===== src/rtl/uart_tx_port_pkg.sv =====
// uart_tx_port_pkg
// Shared definitions for the UART transmitter peripheral: register offsets
// (decoded from Address[3:2]), STATUS bit positions and the frame-engine
// state enumeration.
package uart_tx_port_pkg;

  // Register offsets, Address[3:2]
  localparam logic [1:0] UART_TXDATA = 2'd0;
  localparam logic [1:0] UART_STATUS = 2'd1;
  localparam logic [1:0] UART_DIV    = 2'd2;
  localparam logic [1:0] UART_RSVD   = 2'd3;

  // STATUS bit positions
  localparam int unsigned STAT_BUSY    = 0;
  localparam int unsigned STAT_FULL    = 1;
  localparam int unsigned STAT_EMPTY   = 2;
  localparam int unsigned STAT_OVF     = 3;
  localparam int unsigned STAT_CNT_LSB = 4;

  // Frame engine states
  typedef enum logic [1:0] {
    ST_IDLE  = 2'd0,
    ST_START = 2'd1,
    ST_DATA  = 2'd2,
    ST_STOP  = 2'd3
  } frame_state_e;

endpackage


===== src/rtl/uart_tx_port_if.sv =====
// uart_tx_port_if
// Data-bus link between the memory map decoder (master) and the UART
// transmitter (slave).
//   Address  : byte address, only [3:2] decoded by the UART
//   DataIn   : write data from the processor
//   DataOut  : read data back toward the decoder
//   Select   : chip select
//   MemWrite : write strobe
//   MemRead  : read strobe
interface uart_tx_port_if #(
  parameter int DATA_LENGTH = 32
);
  logic [DATA_LENGTH-1:0] Address;
  logic [DATA_LENGTH-1:0] DataIn;
  logic [DATA_LENGTH-1:0] DataOut;
  logic                   Select;
  logic                   MemWrite;
  logic                   MemRead;

  modport master (
    output Address, DataIn, Select, MemWrite, MemRead,
    input  DataOut
  );

  modport slave (
    input  Address, DataIn, Select, MemWrite, MemRead,
    output DataOut
  );
endinterface


===== src/rtl/uart_tx_fifo.sv =====
// uart_tx_fifo
// Synchronous FIFO with fall-through read data.
//   clk, rst : clock, asynchronous active-high reset
//   push/din : write request and data (dropped when full)
//   pop/dout : read request and head-of-queue data (ignored when empty)
//   full, empty, count : occupancy, all registered-state derived
module uart_tx_fifo #(
  parameter int WIDTH = 8,
  parameter int DEPTH = 4
) (
  input  logic                       clk,
  input  logic                       rst,
  input  logic                       push,
  input  logic [WIDTH-1:0]           din,
  input  logic                       pop,
  output logic [WIDTH-1:0]           dout,
  output logic                       full,
  output logic                       empty,
  output logic [$clog2(DEPTH):0]     count
);
  localparam int AW = $clog2(DEPTH);
  localparam int CW = AW + 1;
  localparam logic [CW-1:0] FULL_CNT = CW'(DEPTH);

  logic [WIDTH-1:0] mem [DEPTH];
  logic [AW-1:0]    wr_ptr;
  logic [AW-1:0]    rd_ptr;
  logic             do_push;
  logic             do_pop;

  assign full    = (count == FULL_CNT);
  assign empty   = (count == '0);
  assign do_push = push & ~full;
  assign do_pop  = pop & ~empty;
  assign dout    = mem[rd_ptr];

  always_ff @(posedge clk) begin
    if (do_push) mem[wr_ptr] <= din;
  end

  always_ff @(posedge clk or posedge rst) begin
    if (rst) begin
      wr_ptr <= '0;
      rd_ptr <= '0;
      count  <= '0;
    end else begin
      if (do_push) wr_ptr <= wr_ptr + 1'b1;
      if (do_pop)  rd_ptr <= rd_ptr + 1'b1;
      case ({do_push, do_pop})
        2'b10:   count <= count + 1'b1;
        2'b01:   count <= count - 1'b1;
        default: count <= count;
      endcase
    end
  end
endmodule


===== src/rtl/uart_tx_port.sv =====
// uart_tx_port
// Memory-mapped 8N1 UART transmitter. Bytes written to TXDATA are queued
// in a small FIFO and serialized on tx at DIV clock cycles per bit.
//   clk, rst : clock, asynchronous active-high reset
//   bus      : data-bus slave (Address/DataIn/DataOut/Select/MemWrite/MemRead)
//   tx       : serial line, idle high, registered
//   busy     : frame in progress or FIFO not empty
module uart_tx_port
  import uart_tx_port_pkg::*;
#(
  parameter int          DATA_LENGTH = 32,
  parameter int          FIFO_DEPTH  = 4,
  parameter logic [15:0] DIV_RST     = 16'd16
) (
  input  logic           clk,
  input  logic           rst,
  uart_tx_port_if.slave  bus,
  output logic           tx,
  output logic           busy
);
  localparam int CW = $clog2(FIFO_DEPTH) + 1;

  logic                   wr_en;
  logic                   rd_en;
  logic [1:0]             reg_sel;
  logic                   push;
  logic                   pop;
  logic [7:0]             fifo_dout;
  logic                   full;
  logic                   empty;
  logic [CW-1:0]          count;
  logic                   overflow;
  logic [15:0]            div_reg;
  logic [DATA_LENGTH-1:0] rd_data;

  frame_state_e state;
  logic [7:0]   shift;
  logic [15:0]  div_q;
  logic [15:0]  baud_cnt;
  logic [2:0]   bit_idx;
  logic         baud_done;

  // Address bits outside [3:2] and the upper write-data bits are not decoded.
  logic unused_bus;
  assign unused_bus = ^{bus.Address[DATA_LENGTH-1:4], bus.Address[1:0],
                        bus.DataIn[DATA_LENGTH-1:16]};

  assign wr_en   = bus.Select & bus.MemWrite;
  assign rd_en   = bus.Select & bus.MemRead;
  assign reg_sel = bus.Address[3:2];
  assign push    = wr_en && (reg_sel == UART_TXDATA);

  assign baud_done = (baud_cnt == '0);
  // Pop whenever the engine can start a frame this edge: from IDLE, or at
  // the end of STOP so consecutive frames abut.
  assign pop = ~empty & ((state == ST_IDLE) | ((state == ST_STOP) & baud_done));
  assign busy = (state != ST_IDLE) | ~empty;

  uart_tx_fifo #(
    .WIDTH (8),
    .DEPTH (FIFO_DEPTH)
  ) u_fifo (
    .clk   (clk),
    .rst   (rst),
    .push  (push),
    .din   (bus.DataIn[7:0]),
    .pop   (pop),
    .dout  (fifo_dout),
    .full  (full),
    .empty (empty),
    .count (count)
  );

  // Registers: overflow sticky, DIV with 0 coerced to 1
  always_ff @(posedge clk or posedge rst) begin
    if (rst) begin
      overflow <= 1'b0;
      div_reg  <= DIV_RST;
    end else begin
      if (push && full)
        overflow <= 1'b1;
      else if (wr_en && (reg_sel == UART_STATUS) && bus.DataIn[STAT_OVF])
        overflow <= 1'b0;
      if (wr_en && (reg_sel == UART_DIV))
        div_reg <= (bus.DataIn[15:0] == 16'd0) ? 16'd1 : bus.DataIn[15:0];
    end
  end

  // Frame engine
  always_ff @(posedge clk or posedge rst) begin
    if (rst) begin
      state    <= ST_IDLE;
      tx       <= 1'b1;
      shift    <= '0;
      div_q    <= DIV_RST;
      baud_cnt <= '0;
      bit_idx  <= '0;
    end else begin
      case (state)
        ST_IDLE: begin
          tx <= 1'b1;
          if (pop) begin
            shift    <= fifo_dout;
            div_q    <= div_reg;
            baud_cnt <= div_reg - 16'd1;
            tx       <= 1'b0;
            state    <= ST_START;
          end
        end
        ST_START: begin
          if (baud_done) begin
            baud_cnt <= div_q - 16'd1;
            bit_idx  <= '0;
            tx       <= shift[0];
            state    <= ST_DATA;
          end else begin
            baud_cnt <= baud_cnt - 16'd1;
          end
        end
        ST_DATA: begin
          if (baud_done) begin
            baud_cnt <= div_q - 16'd1;
            if (bit_idx == 3'd7) begin
              tx    <= 1'b1;
              state <= ST_STOP;
            end else begin
              bit_idx <= bit_idx + 3'd1;
              shift   <= shift >> 1;
              tx      <= shift[1];
            end
          end else begin
            baud_cnt <= baud_cnt - 16'd1;
          end
        end
        ST_STOP: begin
          if (baud_done) begin
            if (pop) begin
              shift    <= fifo_dout;
              div_q    <= div_reg;
              baud_cnt <= div_reg - 16'd1;
              tx       <= 1'b0;
              state    <= ST_START;
            end else begin
              tx    <= 1'b1;
              state <= ST_IDLE;
            end
          end else begin
            baud_cnt <= baud_cnt - 16'd1;
          end
        end
        default: begin
          tx    <= 1'b1;
          state <= ST_IDLE;
        end
      endcase
    end
  end

  // Read mux, zero when not selected for read
  always_comb begin
    rd_data = '0;
    if (rd_en) begin
      case (reg_sel)
        UART_STATUS: begin
          rd_data[STAT_BUSY]            = busy;
          rd_data[STAT_FULL]            = full;
          rd_data[STAT_EMPTY]           = empty;
          rd_data[STAT_OVF]             = overflow;
          rd_data[STAT_CNT_LSB +: CW]   = count;
        end
        UART_DIV: rd_data[15:0] = div_reg;
        default:  rd_data = '0;
      endcase
    end
  end

  assign bus.DataOut = rd_data;
endmodule


===== src/flat_wrapper.sv =====
// flat-port wrapper written by rule: the top's interface ports become plain ports
module uart_tx_port_flat import uart_tx_port_pkg::*;
#(
  parameter int          DATA_LENGTH = 32,
  parameter int          FIFO_DEPTH  = 4,
  parameter logic [15:0] DIV_RST     = 16'd16
)
  (clk, rst, tx, busy, bus_Address, bus_DataIn, bus_Select, bus_MemWrite, bus_MemRead, bus_DataOut);
  uart_tx_port_if #(.DATA_LENGTH(DATA_LENGTH)) bus_i ();
  input  logic clk;
  input  logic rst;
  output logic tx;
  output logic busy;
  input wire logic [$bits(bus_i.Address)-1:0] bus_Address;
  input wire logic [$bits(bus_i.DataIn)-1:0] bus_DataIn;
  input wire logic [$bits(bus_i.Select)-1:0] bus_Select;
  input wire logic [$bits(bus_i.MemWrite)-1:0] bus_MemWrite;
  input wire logic [$bits(bus_i.MemRead)-1:0] bus_MemRead;
  output wire logic [$bits(bus_i.DataOut)-1:0] bus_DataOut;
  assign bus_i.Address = bus_Address;
  assign bus_i.DataIn = bus_DataIn;
  assign bus_i.Select = bus_Select;
  assign bus_i.MemWrite = bus_MemWrite;
  assign bus_i.MemRead = bus_MemRead;
  assign bus_DataOut = bus_i.DataOut;
  uart_tx_port #(.DATA_LENGTH(DATA_LENGTH), .FIFO_DEPTH(FIFO_DEPTH), .DIV_RST(DIV_RST)) u_core (.clk(clk), .rst(rst), .bus(bus_i), .tx(tx), .busy(busy));
endmodule

===== config.mk =====
export PLATFORM = sky130hd
export DESIGN_NAME = uart_tx_port_flat
export DESIGN_NICKNAME = d
export VERILOG_FILES = /design/src/rtl/uart_tx_port_pkg.sv /design/src/rtl/uart_tx_port_if.sv /design/src/rtl/uart_tx_fifo.sv /design/src/rtl/uart_tx_port.sv /design/src/flat_wrapper.sv
export SDC_FILE = /design/constraint.sdc
export NUM_CORES = 1
export LEC_CHECK = 0
export CAP_MARGIN = 5
export CORE_UTILIZATION = 58
export DETAILED_ROUTE_END_ITERATION = 7
export PLACE_DENSITY = 0.89
export SLEW_MARGIN = 10
export SYNTH_ARGS = -nofsm -noshare
export SYNTH_HDL_FRONTEND = slang
export SYNTH_SLANG_ARGS = --single-unit

===== constraint.sdc =====
create_clock -name clk -period 7.4 [get_ports clk]
set_input_delay 1.48 -clock clk [delete_from_list [all_inputs] [get_ports clk]]
set_output_delay 1.48 -clock clk [all_outputs]
set_load 0.02 [all_outputs]

==> impl_metrics.ini <==
[power]
vdd_drop_max_mv = 0.213
power_mw = 2.60
leakage_nw = 2.56
powerDensity_nw_per_um2 = 396

[cts]
cts-resized-gates = 0
cts_tree = done
clock_latency_ps = 380
clockBufferDepth = 2
cts_sinks = 102
cts_made_buffers = 9
cts_hold_repair.buffers = 0
htreeDepth = 3
root_buffer = clkbuf_8
clk_pin_slew_ps = 120
post_cts_buffers = 0

[final_layout]
fin_nets = 635
syn2layout_area_growth_pct = 9.75
antennaDiodeCount = 0
n_fill_cell = 678
largest_reg_flops = 32
multi_input_area_um2 = 2980
utilization = 0.664
drive_gt1_frac = 0.160
regMostFlops = u_core.u_fifo.mem
regArea_um2 = 2720

[synth]
ys_top_cells_by_count = 67 x dfrtp_1, 39 x mux2_2, 32 x edfxtp_1, 31 x nand2_1, 30 x nor2_1
synthCells = 518
synth_top_cell_area_share = 0.280
synth_seq_cells = 102
synth.area.top_cells = dfrtp_1 28%, edfxtp_1 16%, mux2_2 7.3%
ys_async_sr_fraction = 0.686
synth.yosys.seq_area_share = 0.453
avgSynthCellArea_um2 = 11.6
synth-edff-count = 32
post-synth-top-area-cell = dfrtp_1
synth.distinct_cells = 66
synthesis.area_um2 = 5990
synthFlopType = dfrtp_1
yosys.cell_count.top_type = dfrtp_1
ys_warn_count = 0

[die]
fp.coreArea_um2 = 9910
die_h_um = 104
ios = 103
std_cell_rows = 36
start_util = 0.605
die_x_um = 104
die_area_um2 = 10700

[routing]
drtPass1Iterations = 5
wl_per_cell_um = 19.8
routed_wl_um = 13500
drc_errors = 0
antenna_left = 0
drt-initial-drc-count = 403
vias = 4300
vias_per_cell = 6.30

[timing]
whs_ps = 499
slew_headroom = 0.177
final-setup-viol-count = 0
setup_ws_ps = 2370
skew_ps = 17.5
finalHoldViolCount = 0
tightest_slew_ps = 1240
fin_tns_setup_ps = 0
rsz0062_at_grt = false
fin_crit_sh = 0.680
slew_violations = 0
timing.fmax_mhz = 199
fin_crit_ps = 5030

[worst_hold_path]
hp-class = reg2reg
worstHoldEndpoint = u_core.tx$_DFFE_PP1P_
whs_path_depth = 2
hp-start = u_core.tx$_DFFE_PP1P_

[global_route]
grt_max_degree = 71
antenna_found_initial = 0
grt_util_all_layers = 0.259
grt_pass1_wl_um = 21900
grt_pass1_vias = 4259
grt_remaining_overflow = 0

[placed_design]
gp_congestion = 0.866
dpl.hpwl_um = 9580
post-place-ws_ps = 2380
portBuffers = 40

[worst_setup_path]
regToRegEndpoint = u_core.u_fifo.count[2]$_DFFE_PP0P_
path_class = in2out
end_kind = output pin
r2r_slack_ps = 4040
r2r-start = u_core.baud_cnt[0]$_DFF_PP0_
critical_path_arrival_ps = 3550
path_max_fanout = 9
crit_required_ps = 5920
ff2ff_path_depth = 12
startpoint_type = input port

[flow_run]
maxCapViolCount = 0

[status]
outcome = finished, final reports clean
report_power, final:
group | switching [mW] | internal, mW | total [mW] | leakage, nW
clock network | 0.228 | 0.139 | 0.367 | 0.108
registers | 0.223 | 0.748 | 0.971 | 1.14
logic | 0.663 | 0.602 | 1.26 | 1.30
logic make-up (layout without fill, tap and decap cells):
kind of cell,count (synthesis),in the layout,share of synthesized area
other,1,16,0.000626
adders and majority gates,21,21,0.0451
DFF,102,102,0.453
xor gates and xnor gates,40,40,0.0585
AOI/OAI and AO/OA,66,66,0.0879
buffers and inverters,62,79,0.0587
and+or+nand+nor,157,157,0.149
muxes,69,69,0.147
per-stage QoR:
step                area, um2  instances
floorplan                6050        533
global placement         6360        667
detailed placement       6360        667
CTS                      6580        683
global route             6580        683
finish                   6580        683
layout by cell type (no fill, tap or decap), types with 11 or more instances in the layout:
| master | synthesis | routed |
|---|---|---|
| and2_1 | 15 | 15 |
| clkdlybuf4s50_1 | 0 | 40 |
| conb_1 | 1 | 16 |
| dfrtp_1 | 67 | 67 |
| edfxtp_1 | 32 | 32 |
| ha_1 | 20 | 20 |
| inv_1 | 21 | 20 |
| mux2_2 | 39 | 39 |
| mux2i_1 | 14 | 14 |
| nand2_1 | 31 | 31 |
| nand3_1 | 13 | 13 |
| nor2_1 | 30 | 30 |
| nor3_1 | 18 | 18 |
| o221ai_1 | 11 | 11 |
| xnor2_1 | 28 | 28 |
| xor2_1 | 12 | 12 |
worst max path at each step:
| stage | from | endpoint | slack (ps) | depth (start not counted) |
|---|---|---|---|---|
| finish | bus_Address[2] | bus_DataOut[10] | 2370 | 6 |
| global route | bus_Address[2] | bus_DataOut[10] | 2300 | 6 |
| CTS | bus_Address[2] | bus_DataOut[10] | 2380 | 6 |
| detailed placement | bus_Address[2] | bus_DataOut[10] | 2380 | 6 |
| global placement | bus_Address[2] | bus_DataOut[7] | 2510 | 6 |
| floorplan | bus_Address[2] | bus_DataOut[10] | 3410 | 6 |
per-layer routing:
layer  routed length, um  global-route usage
met1                5460               0.337
met2                6780               0.444
met3                 882              0.0214
met4                 389               0.116
met5                   0                   0
cell type report:
| cell class | count | share of cell area |
|---|---|---|
| clock buffers | 9 | 0.0188 |
| inverters | 22 | 0.0137 |
| well taps | 133 | 0.0253 |
| multi-input cells | 369 | 0.453 |
| repair buffers | 41 | 0.0620 |
| clock inverters | 7 | 0.0139 |
| flip-flops and latches | 102 | 0.413 |
critical path: stages:
cell and delay, ps:
clkdlybuf4s50_1 440, inv_1 100, ha_1 330, and3_1 360, and2_1 200, clkdlybuf4s50_1 640
No activity file was read; power rests on OpenSTA's default activity.
